### src/rtl/ks_pkg.sv
// ks_pkg: shared helpers for the pipelined Kogge-Stone adder.
//   - ks_levels / ks_stages : prefix depth and pipeline stage count
//   - gp_t                  : (generate, propagate) pair handled by prefix cells
//   - gray_cell / black_cell: the two Kogge-Stone prefix operators
package ks_pkg;

    typedef struct packed {
        logic g;
        logic p;
    } gp_t;

    // Number of prefix levels for a WIDTH-bit adder.
    function automatic int ks_levels(input int width);
        return $clog2(width);
    endfunction

    // Register stages = ceil(levels / pipe_every); the last one is the output register.
    function automatic int ks_stages(input int width, input int pipe_every);
        return (ks_levels(width) + pipe_every - 1) / pipe_every;
    endfunction

    // Gray cell: group already reaches the carry-in, so only G is needed.
    function automatic logic gray_cell(input logic g_hi, input logic p_hi, input logic g_lo);
        return g_hi | (p_hi & g_lo);
    endfunction

    // Black cell: full (G, P) combine.
    function automatic gp_t black_cell(input gp_t hi, input gp_t lo);
        gp_t r;
        r.g = hi.g | (hi.p & lo.g);
        r.p = hi.p & lo.p;
        return r;
    endfunction

endpackage

### src/rtl/ks_pipe_slice.sv
// ks_pipe_slice: one valid/ready register slice with a DATA_W-bit payload.
// Ports:
//   clk, rst              clock, synchronous active-high reset
//   in_valid / in_ready   upstream handshake (in_ready is combinational from out_ready)
//   in_data               payload from upstream
//   out_valid / out_ready downstream handshake
//   out_data              registered payload, held while stalled
module ks_pipe_slice #(
    parameter int DATA_W = 8
) (
    input  logic              clk,
    input  logic              rst,
    input  logic              in_valid,
    output logic              in_ready,
    input  logic [DATA_W-1:0] in_data,
    output logic              out_valid,
    input  logic              out_ready,
    output logic [DATA_W-1:0] out_data
);

    logic              valid_q;
    logic [DATA_W-1:0] data_q;

    // Slice may load when empty or when its current item leaves this cycle.
    assign in_ready  = !valid_q || out_ready;
    assign out_valid = valid_q;
    assign out_data  = data_q;

    // NOTE: sequential state uses non-blocking assignments so every slice samples
    // its neighbour's pre-edge value, giving a true shift rather than a ripple.
    always_ff @(posedge clk) begin
        if (rst) begin
            valid_q <= 1'b0;
            // NOTE: the payload is reset too, because the output slice must present
            // zero results after reset, not whatever was in flight.
            data_q  <= '0;
        end else if (in_ready) begin
            valid_q <= in_valid;
            if (in_valid) begin
                data_q <= in_data;
            end
        end
    end

endmodule

### src/rtl/kogge_stone_pipe.sv
// kogge_stone_pipe: pipelined WIDTH-bit Kogge-Stone adder/subtractor.
//   {cout, sum} = a + (b ^ {WIDTH{sub}}) + cin ; ovf = signed overflow.
// A register slice follows every PIPE_EVERY prefix levels and the sum stage,
// giving a latency of ceil(log2(WIDTH)/PIPE_EVERY) cycles at 1 op/cycle.
// Ports:
//   clk, rst               clock, synchronous active-high reset
//   in_valid / in_ready    operand handshake
//   a, b, cin, sub         operands, carry-in (not-borrow when sub=1), subtract select
//   out_valid / out_ready  result handshake
//   sum, cout, ovf         result, carry-out of MSB, signed overflow
//   zero, neg              result flags, only when KS_FLAGS_EN is defined
// Build option: define KS_FLAGS_EN to add the zero/neg flag outputs.
module kogge_stone_pipe
    import ks_pkg::*;
#(
    parameter int WIDTH      = 32,
    parameter int PIPE_EVERY = 1
) (
    input  logic             clk,
    input  logic             rst,
    input  logic             in_valid,
    output logic             in_ready,
    input  logic [WIDTH-1:0] a,
    input  logic [WIDTH-1:0] b,
    input  logic             cin,
    input  logic             sub,
    output logic             out_valid,
    input  logic             out_ready,
    output logic [WIDTH-1:0] sum,
    output logic             cout,
    output logic             ovf
`ifdef KS_FLAGS_EN
    ,
    output logic             zero,
    output logic             neg
`endif
);

    localparam int LEVELS = ks_levels(WIDTH);
    localparam int STAGES = ks_stages(WIDTH, PIPE_EVERY);

    // Prefix state between stages. Index j of gp/gg is bit position j-1, so
    // gg[0] is the carry-in acting as g[-1] (with p[-1]=0). After all levels
    // gg[j] = G[j-1:-1], the carry into bit j.
    typedef struct packed {
        logic [WIDTH-1:0] p;      // bitwise propagate a ^ b_eff, kept for the sum
        logic [WIDTH-1:0] gp;     // group propagate
        logic [WIDTH-1:0] gg;     // group generate, cin folded into gg[0]
        logic             a_msb;
        logic             b_msb;  // MSB of b_eff
    } ks_state_t;

    typedef struct packed {
        logic [WIDTH-1:0] sum;
        logic             cout;
        logic             ovf;
`ifdef KS_FLAGS_EN
        logic             zero;
        logic             neg;
`endif
    } ks_result_t;

    function automatic ks_state_t pre_process(input logic [WIDTH-1:0] op_a,
                                              input logic [WIDTH-1:0] op_b,
                                              input logic op_cin, input logic op_sub);
        ks_state_t        st;
        logic [WIDTH-1:0] b_eff;
        logic [WIDTH-1:0] p;
        b_eff    = op_b ^ {WIDTH{op_sub}};
        p        = op_a ^ b_eff;
        st.p     = p;
        st.gp    = {p[WIDTH-2:0], 1'b0};
        st.gg    = {op_a[WIDTH-2:0] & b_eff[WIDTH-2:0], op_cin};
        st.a_msb = op_a[WIDTH-1];
        st.b_msb = b_eff[WIDTH-1];
        return st;
    endfunction

    // Prefix level k: combine with distance 2^(k-1). Positions whose new span
    // reaches the carry-in (j < 2^k) use gray cells, the rest black cells.
    function automatic ks_state_t ks_level(input ks_state_t st, input int k);
        ks_state_t r;
        gp_t       c;
        int        d;
        r = st;
        d = 1 << (k - 1);
        for (int j = 0; j < WIDTH; j++) begin
            if (j >= 2 * d) begin
                c       = black_cell(gp_t'({st.gg[j], st.gp[j]}), gp_t'({st.gg[j-d], st.gp[j-d]}));
                r.gg[j] = c.g;
                r.gp[j] = c.p;
            end else if (j >= d) begin
                r.gg[j] = gray_cell(st.gg[j], st.gp[j], st.gg[j-d]);
                r.gp[j] = 1'b0;   // span includes p[-1]=0
            end
        end
        return r;
    endfunction

    function automatic ks_result_t ks_sum(input ks_state_t st);
        ks_result_t res;
        res.sum  = st.p ^ st.gg;
        res.cout = gray_cell(st.a_msb & st.b_msb, st.p[WIDTH-1], st.gg[WIDTH-1]);
        res.ovf  = (st.a_msb == st.b_msb) && (res.sum[WIDTH-1] != st.a_msb);
`ifdef KS_FLAGS_EN
        res.zero = (res.sum == '0);
        res.neg  = res.sum[WIDTH-1];
`endif
        return res;
    endfunction

    ks_state_t         seg_in [STAGES];
    logic [STAGES-1:0] stage_valid;
    logic [STAGES-1:0] stage_ready;
    ks_result_t        res_q;

    assign seg_in[0] = pre_process(a, b, cin, sub);
    assign in_ready  = stage_ready[0];

    for (genvar s = 0; s < STAGES; s++) begin : g_stage
        localparam int FIRST = s * PIPE_EVERY + 1;
        localparam int LAST  = ((s + 1) * PIPE_EVERY < LEVELS) ? (s + 1) * PIPE_EVERY : LEVELS;

        ks_state_t seg_out;
        logic      up_valid;
        logic      down_ready;

        // NOTE: seg_out is assigned before any read or conditional update, so
        // every path writes it and no latch is inferred.
        always_comb begin
            seg_out = seg_in[s];
            for (int k = FIRST; k <= LAST; k++) begin
                seg_out = ks_level(seg_out, k);
            end
        end

        if (s == 0) begin : g_up_in
            assign up_valid = in_valid;
        end else begin : g_up_stage
            assign up_valid = stage_valid[s-1];
        end

        if (s < STAGES - 1) begin : g_mid
            assign down_ready = stage_ready[s+1];
            ks_pipe_slice #(.DATA_W($bits(ks_state_t))) u_slice (
                .clk      (clk),
                .rst      (rst),
                .in_valid (up_valid),
                .in_ready (stage_ready[s]),
                .in_data  (seg_out),
                .out_valid(stage_valid[s]),
                .out_ready(down_ready),
                .out_data (seg_in[s+1])
            );
        end else begin : g_out
            ks_result_t res_d;
            assign down_ready = out_ready;
            assign res_d      = ks_sum(seg_out);
            ks_pipe_slice #(.DATA_W($bits(ks_result_t))) u_slice (
                .clk      (clk),
                .rst      (rst),
                .in_valid (up_valid),
                .in_ready (stage_ready[s]),
                .in_data  (res_d),
                .out_valid(stage_valid[s]),
                .out_ready(down_ready),
                .out_data (res_q)
            );
        end
    end

    assign out_valid = stage_valid[STAGES-1];
    assign sum       = res_q.sum;
    assign cout      = res_q.cout;
    assign ovf       = res_q.ovf;
`ifdef KS_FLAGS_EN
    assign zero      = res_q.zero;
    assign neg       = res_q.neg;
`endif

endmodule
### config.mk
export PLATFORM = sky130hd
export DESIGN_NAME = kogge_stone_pipe
export DESIGN_NICKNAME = d
export VERILOG_FILES = /design/src/rtl/ks_pkg.sv /design/src/rtl/ks_pipe_slice.sv /design/src/rtl/kogge_stone_pipe.sv
export SDC_FILE = /design/constraint.sdc
export NUM_CORES = 1
export LEC_CHECK = 0
export BUFFER_PORTS_ARGS = -buffer_cell sky130_fd_sc_hd__buf_4
export CORE_MARGIN = 10
export CORE_UTILIZATION = 50
export DETAILED_ROUTE_END_ITERATION = 10
export PLACE_DENSITY = 0.67
export RECOVER_POWER = 25
export SLEW_MARGIN = 20
export SYNTH_ARGS = -nofsm -noshare
export SYNTH_HDL_FRONTEND = slang
export SYNTH_HIERARCHICAL = 1
export SYNTH_SLANG_ARGS = --single-unit
### constraint.sdc
create_clock -name clk -period 3.3 [get_ports clk]
set_clock_uncertainty 0.2 [all_clocks]
set_input_delay 0 -clock clk [delete_from_list [all_inputs] [get_ports clk]]
set_output_delay 0 -clock clk [all_outputs]
set_load 0.03 [all_outputs]
# ---- Word level (Yosys, flattened, before mapping)
# Index checks and enable logic that the tools add are counted.
dict set report op_classes {
  bitwise_logic 363
  n_reduce_logical 16
  eq_ne 2
}
# op n
set ops {}
lappend ops {{1-bit AND} 229}
lappend ops {{1-bit OR} 130}
lappend ops {{32-bit XOR} 3}
lappend ops {{31-bit AND} 1}
lappend ops {{2-bit AND reduction} 5}
lappend ops {{1-bit zero test} 5}
lappend ops {{1-bit logical OR} 5}
lappend ops {{1-bit equality test} 1}
lappend ops {{1-bit logical AND} 1}
lappend ops {{1-bit inequality test} 1}
dict set report word_totals {
  output_inout_bits 36
  in_bits 70
  regBits 401
  word_cells 391
}

# ---- Longest topological paths before layout
dict set report depth {
  depth_word 7
  ltp_mapped 21
  mapped_depth_nobuf 7
}

# ---- By module
# The synthesis kept the hierarchy.
# mod cells_per_inst area_each_um2 seq_area_each_um2 n_inst
set modules_own_cells {}
lappend modules_own_cells {{ks_pipe_slice (g_stage[0].g_mid.u_slice ...)} 451 4246.6 1981.9 4}
lappend modules_own_cells {kogge_stone_pipe 332 2603.7 0.0 1}
lappend modules_own_cells {{ks_pipe_slice (g_stage[4].g_out.u_slice)} 160 1659.1 700.7 1}

# ---- Worst setup path before layout
# No wires, ideal clock.
dict set report synth_path {
  path_kind {reg-to-reg}
  from {reg g_stage[4].g_out.u_slice.valid_q}
  to {reg g_stage[0].g_mid.u_slice.data_q[74]}
  synth_period_minus_slack_ns 3.567
  setup_ns 0.070
  arrival_time_ns 3.297
  n_path_buf 14
  path_stages_with_launch 22
  required_time_ns 3.030
  slack_ns -0.267
  cell_sequence {dfxtp_1 -> nand2b_4 -> buf_6 -> buf_2 -> nand2b_4 -> buf_6 -> buf_6 -> buf_2 -> nand2b_4 -> buf_6 -> buf_6 -> buf_2 -> nand2b_4 -> buf_6 -> buf_6 -> buf_2 -> nand2b_4 -> buf_6 -> buf_6 -> buf_6 -> a21bo_1 -> a21oi_1}
}
dict set report synth_via {
  elab_chain_cells 7
}
# element line
set synth_lines {}
lappend synth_lines {{start: declaration} ks_pipe_slice.sv:21} ;# logic valid_q;
lappend synth_lines {{start signal: assignment} ks_pipe_slice.sv:38} ;# valid_q <= in_valid;
lappend synth_lines {{1-bit zero test} ks_pipe_slice.sv:25} ;# assign in_ready = !valid_q || out_ready;
lappend synth_lines {{1-bit logical OR} ks_pipe_slice.sv:25}
lappend synth_lines {{net g_stage[3].down_ready} kogge_stone_pipe.sv:126} ;# logic down_ready;
lappend synth_lines {{1-bit logical OR} ks_pipe_slice.sv:25}
lappend synth_lines {{net g_stage[2].down_ready} kogge_stone_pipe.sv:126}
lappend synth_lines {{1-bit logical OR} ks_pipe_slice.sv:25}
lappend synth_lines {{net g_stage[1].down_ready} kogge_stone_pipe.sv:126}
lappend synth_lines {{1-bit logical OR} ks_pipe_slice.sv:25}
lappend synth_lines {{net g_stage[0].down_ready} kogge_stone_pipe.sv:126}
lappend synth_lines {{1-bit logical OR} ks_pipe_slice.sv:25}
lappend synth_lines {{2-bit AND reduction (no line)} n/a}
lappend synth_lines {{end signal: assignment} ks_pipe_slice.sv:40} ;# data_q <= in_data;
lappend synth_lines {{end: declaration} ks_pipe_slice.sv:22} ;# logic [DATA_W-1:0] data_q;
# The timed path passes the listed nets, and every way through them passes these cells.
# A chain may end at the register's enable or synchronous reset.

==> impl_results.md <==
* Status: complete, but fails checks
* Violated checks: max-capacitance violations, max-slew violations
* Buffers on Ports at 105
* Avg Inst Size Synth at just over 9 um2
* Initial antenna violation count at 3
* Final wirelength at between 50 and 60 mm
* Initial Utilization at a little over 50%
* Die H at 220 um
* Max-cap violations at 1
* Iteration-0 DRC Markers at about 1,500
* Critical path class: in2reg
* Num ports at ~110
* Vias at roughly 16,000
* Synth warnings at 6
* Setup Fix Bufs, Post-CTS at 0
* # DRC at 0
* Setup-failing EPs final at 0
* Clock tree buffer depth at 3
* Gr usage total at around a fifth
* Worst VDD drop at between 0.3 and 0.4 mV
* Die Wd at 220 um
* Setup crit end kind: flop
* Tcrit/Tclk final at between 80% and 90%
* Post-CTS Hold Fix Bufs at between 100 and 150
* Hold/Removal Path Class: in2reg
* Clk sinks at approximately 400
* CP Max Fanout at 2
* Crit path time final at between 2 and 3 ns
* Cell Area, Synth at 20,000 um2
* Most common cell after layout, fill and taps aside: dfxtp_1
* Leak at approximately 9 nW
* Vias per cell at 5.69
* Core area at between 30,000 and 40,000 um2
* Largest net degree at the start of global routing at 190
* Worst path required time at around 3.5 ns
* Slew HR at -15.2%
* Clk root buf: clkbuf_16
* Final Max Tran Viols at between 150 and 200
* Setup TNS at 0 ns
* First-pass GRT wire length at slightly above 80 mm
* CTS tree: done
* Rows at 73
* Layout cell share with drive strength beyond 1 at roughly a fifth
* Syn_nets at 2,274
* Most frequent cells in the layout: dfxtp_1, nand3_1, a21oi_1
* RSZ-0062 raised after global routing: no
* Final hold vios at 0
* Fin util at roughly 57%
* TritonRoute pass-1 iters at 5
* Num CTS Buffers at 43
* Maximum operating frequency at 355 MHz
* GPL Wtd Cong at ~0.86
* Slew of the pin with the lowest slew margin at between 1.5 and 2 ns
* Worst skew pair latency at around 0.54 ns
* Antenna-violating nets left at 0
* Synth-to-layout area growth at 13.8%
* Fillcell total at around 3,500
* Gate Count Post-Synth at around 2,200
* Fin nets at around 2,300
* H-tree depth at 2
* Number of global-route vias before repair at around 15,000
* Die ar. at ~48,000 um2
* CP startpoint kind: primary input
* Signal arrival time at the worst endpoint at around 3.0 ns
* Detailed Place HPWL at approximately 33 mm
* WL per Instance at between 15 and 20 um
* Cell Pwr Density at roughly 470 nW/um2
* Clk pin slew, worst setup/hold paths at around 0.060 ns
* Congestion Overflow GR at 0
* # resized after CTS at 0
## per-stage QoR
stage                     hold slack (ns)  setup slack (ns)  total power (W)  std cells  instance area (um2)
after floorplan                   -0.0393            0.0221          0.00573       2171                20100
after global placement             0.0946              1.09          0.00600       2581                20500
after detailed placement            0.101              1.06          0.00601       2581                20500
after CTS                         0.00548             0.578           0.0109       2766                23000
after global routing               0.0170             0.415           0.0112       2769                22800
final                              0.0301             0.481           0.0108       2769                22800
## path summary, 6_finish.rpt
check             slack (ns)  cells past startpoint                                  start                                     to
setup / recovery        0.48                     10                                  b[18]  g_stage[0].g_mid.u_slice/out_data[21]
hold / removal          0.03                      5                                  b[13]  g_stage[0].g_mid.u_slice/out_data[79]
setup reg to reg        0.61                      7     g_stage[2].g_mid.u_slice/out_valid  g_stage[0].g_mid.u_slice/out_data[10]
hold reg to reg         0.28                      2  g_stage[2].g_mid.u_slice/out_data[94]  g_stage[3].g_mid.u_slice/out_data[94]
## cell type report
class,instances,area [um2],area share [%]
Antenna cell,3,7.51,0.0329
Clock buffer,66,1280,5.63
Clock inverter,11,95.1,0.417
Inverter,5,18.8,0.0823
Multi-Input combinational cell,1525,10700,46.8
Sequential cell,401,8040,35.3
Tap cell,525,657,2.88
Timing Repair Buffer,233,2030,8.91
## routing by layer
metal / vias up / share of wire [%] / global-route usage, %
li1: 7813 / - / -
met1: 7510 / 49 / 31.2
met2: 357 / 44 / 30.9
met3: 82 / 4.0 / 2.89
met4: 0 / 2.5 / 6.30
met5: - / 0 / 0
## registers in the layout (all words and copies together) (netlist names)
register	cells
g_stage.g_mid.u_slice/out_data	362
g_stage.g_mid.u_slice/out_valid	4
g_stage.g_out.u_slice/out_data	34
g_stage.g_out.u_slice/out_valid	1
## power by group
part,switching [W],internal (W),leakage [nW]
sequential,0.000114,0.00496,3.25
combinational,0.000514,0.000502,5.24
clock,0.00194,0.00276,0.684
total,0.00257,0.00822,9.17
## worst max-delay path: stages
cell and delay, ns:
dlygate4sd3_1 0.54, buf_4 0.14, xor2_1 0.14, ha_1 0.21, dlygate4sd3_1 0.59, a21o_1 0.16, dlygate4sd3_1 0.56, nand3_1 0.08
dlygate4sd3_1 0.56, a21oi_1 0.06
Note: power is estimated with default switching activity, not from simulation.
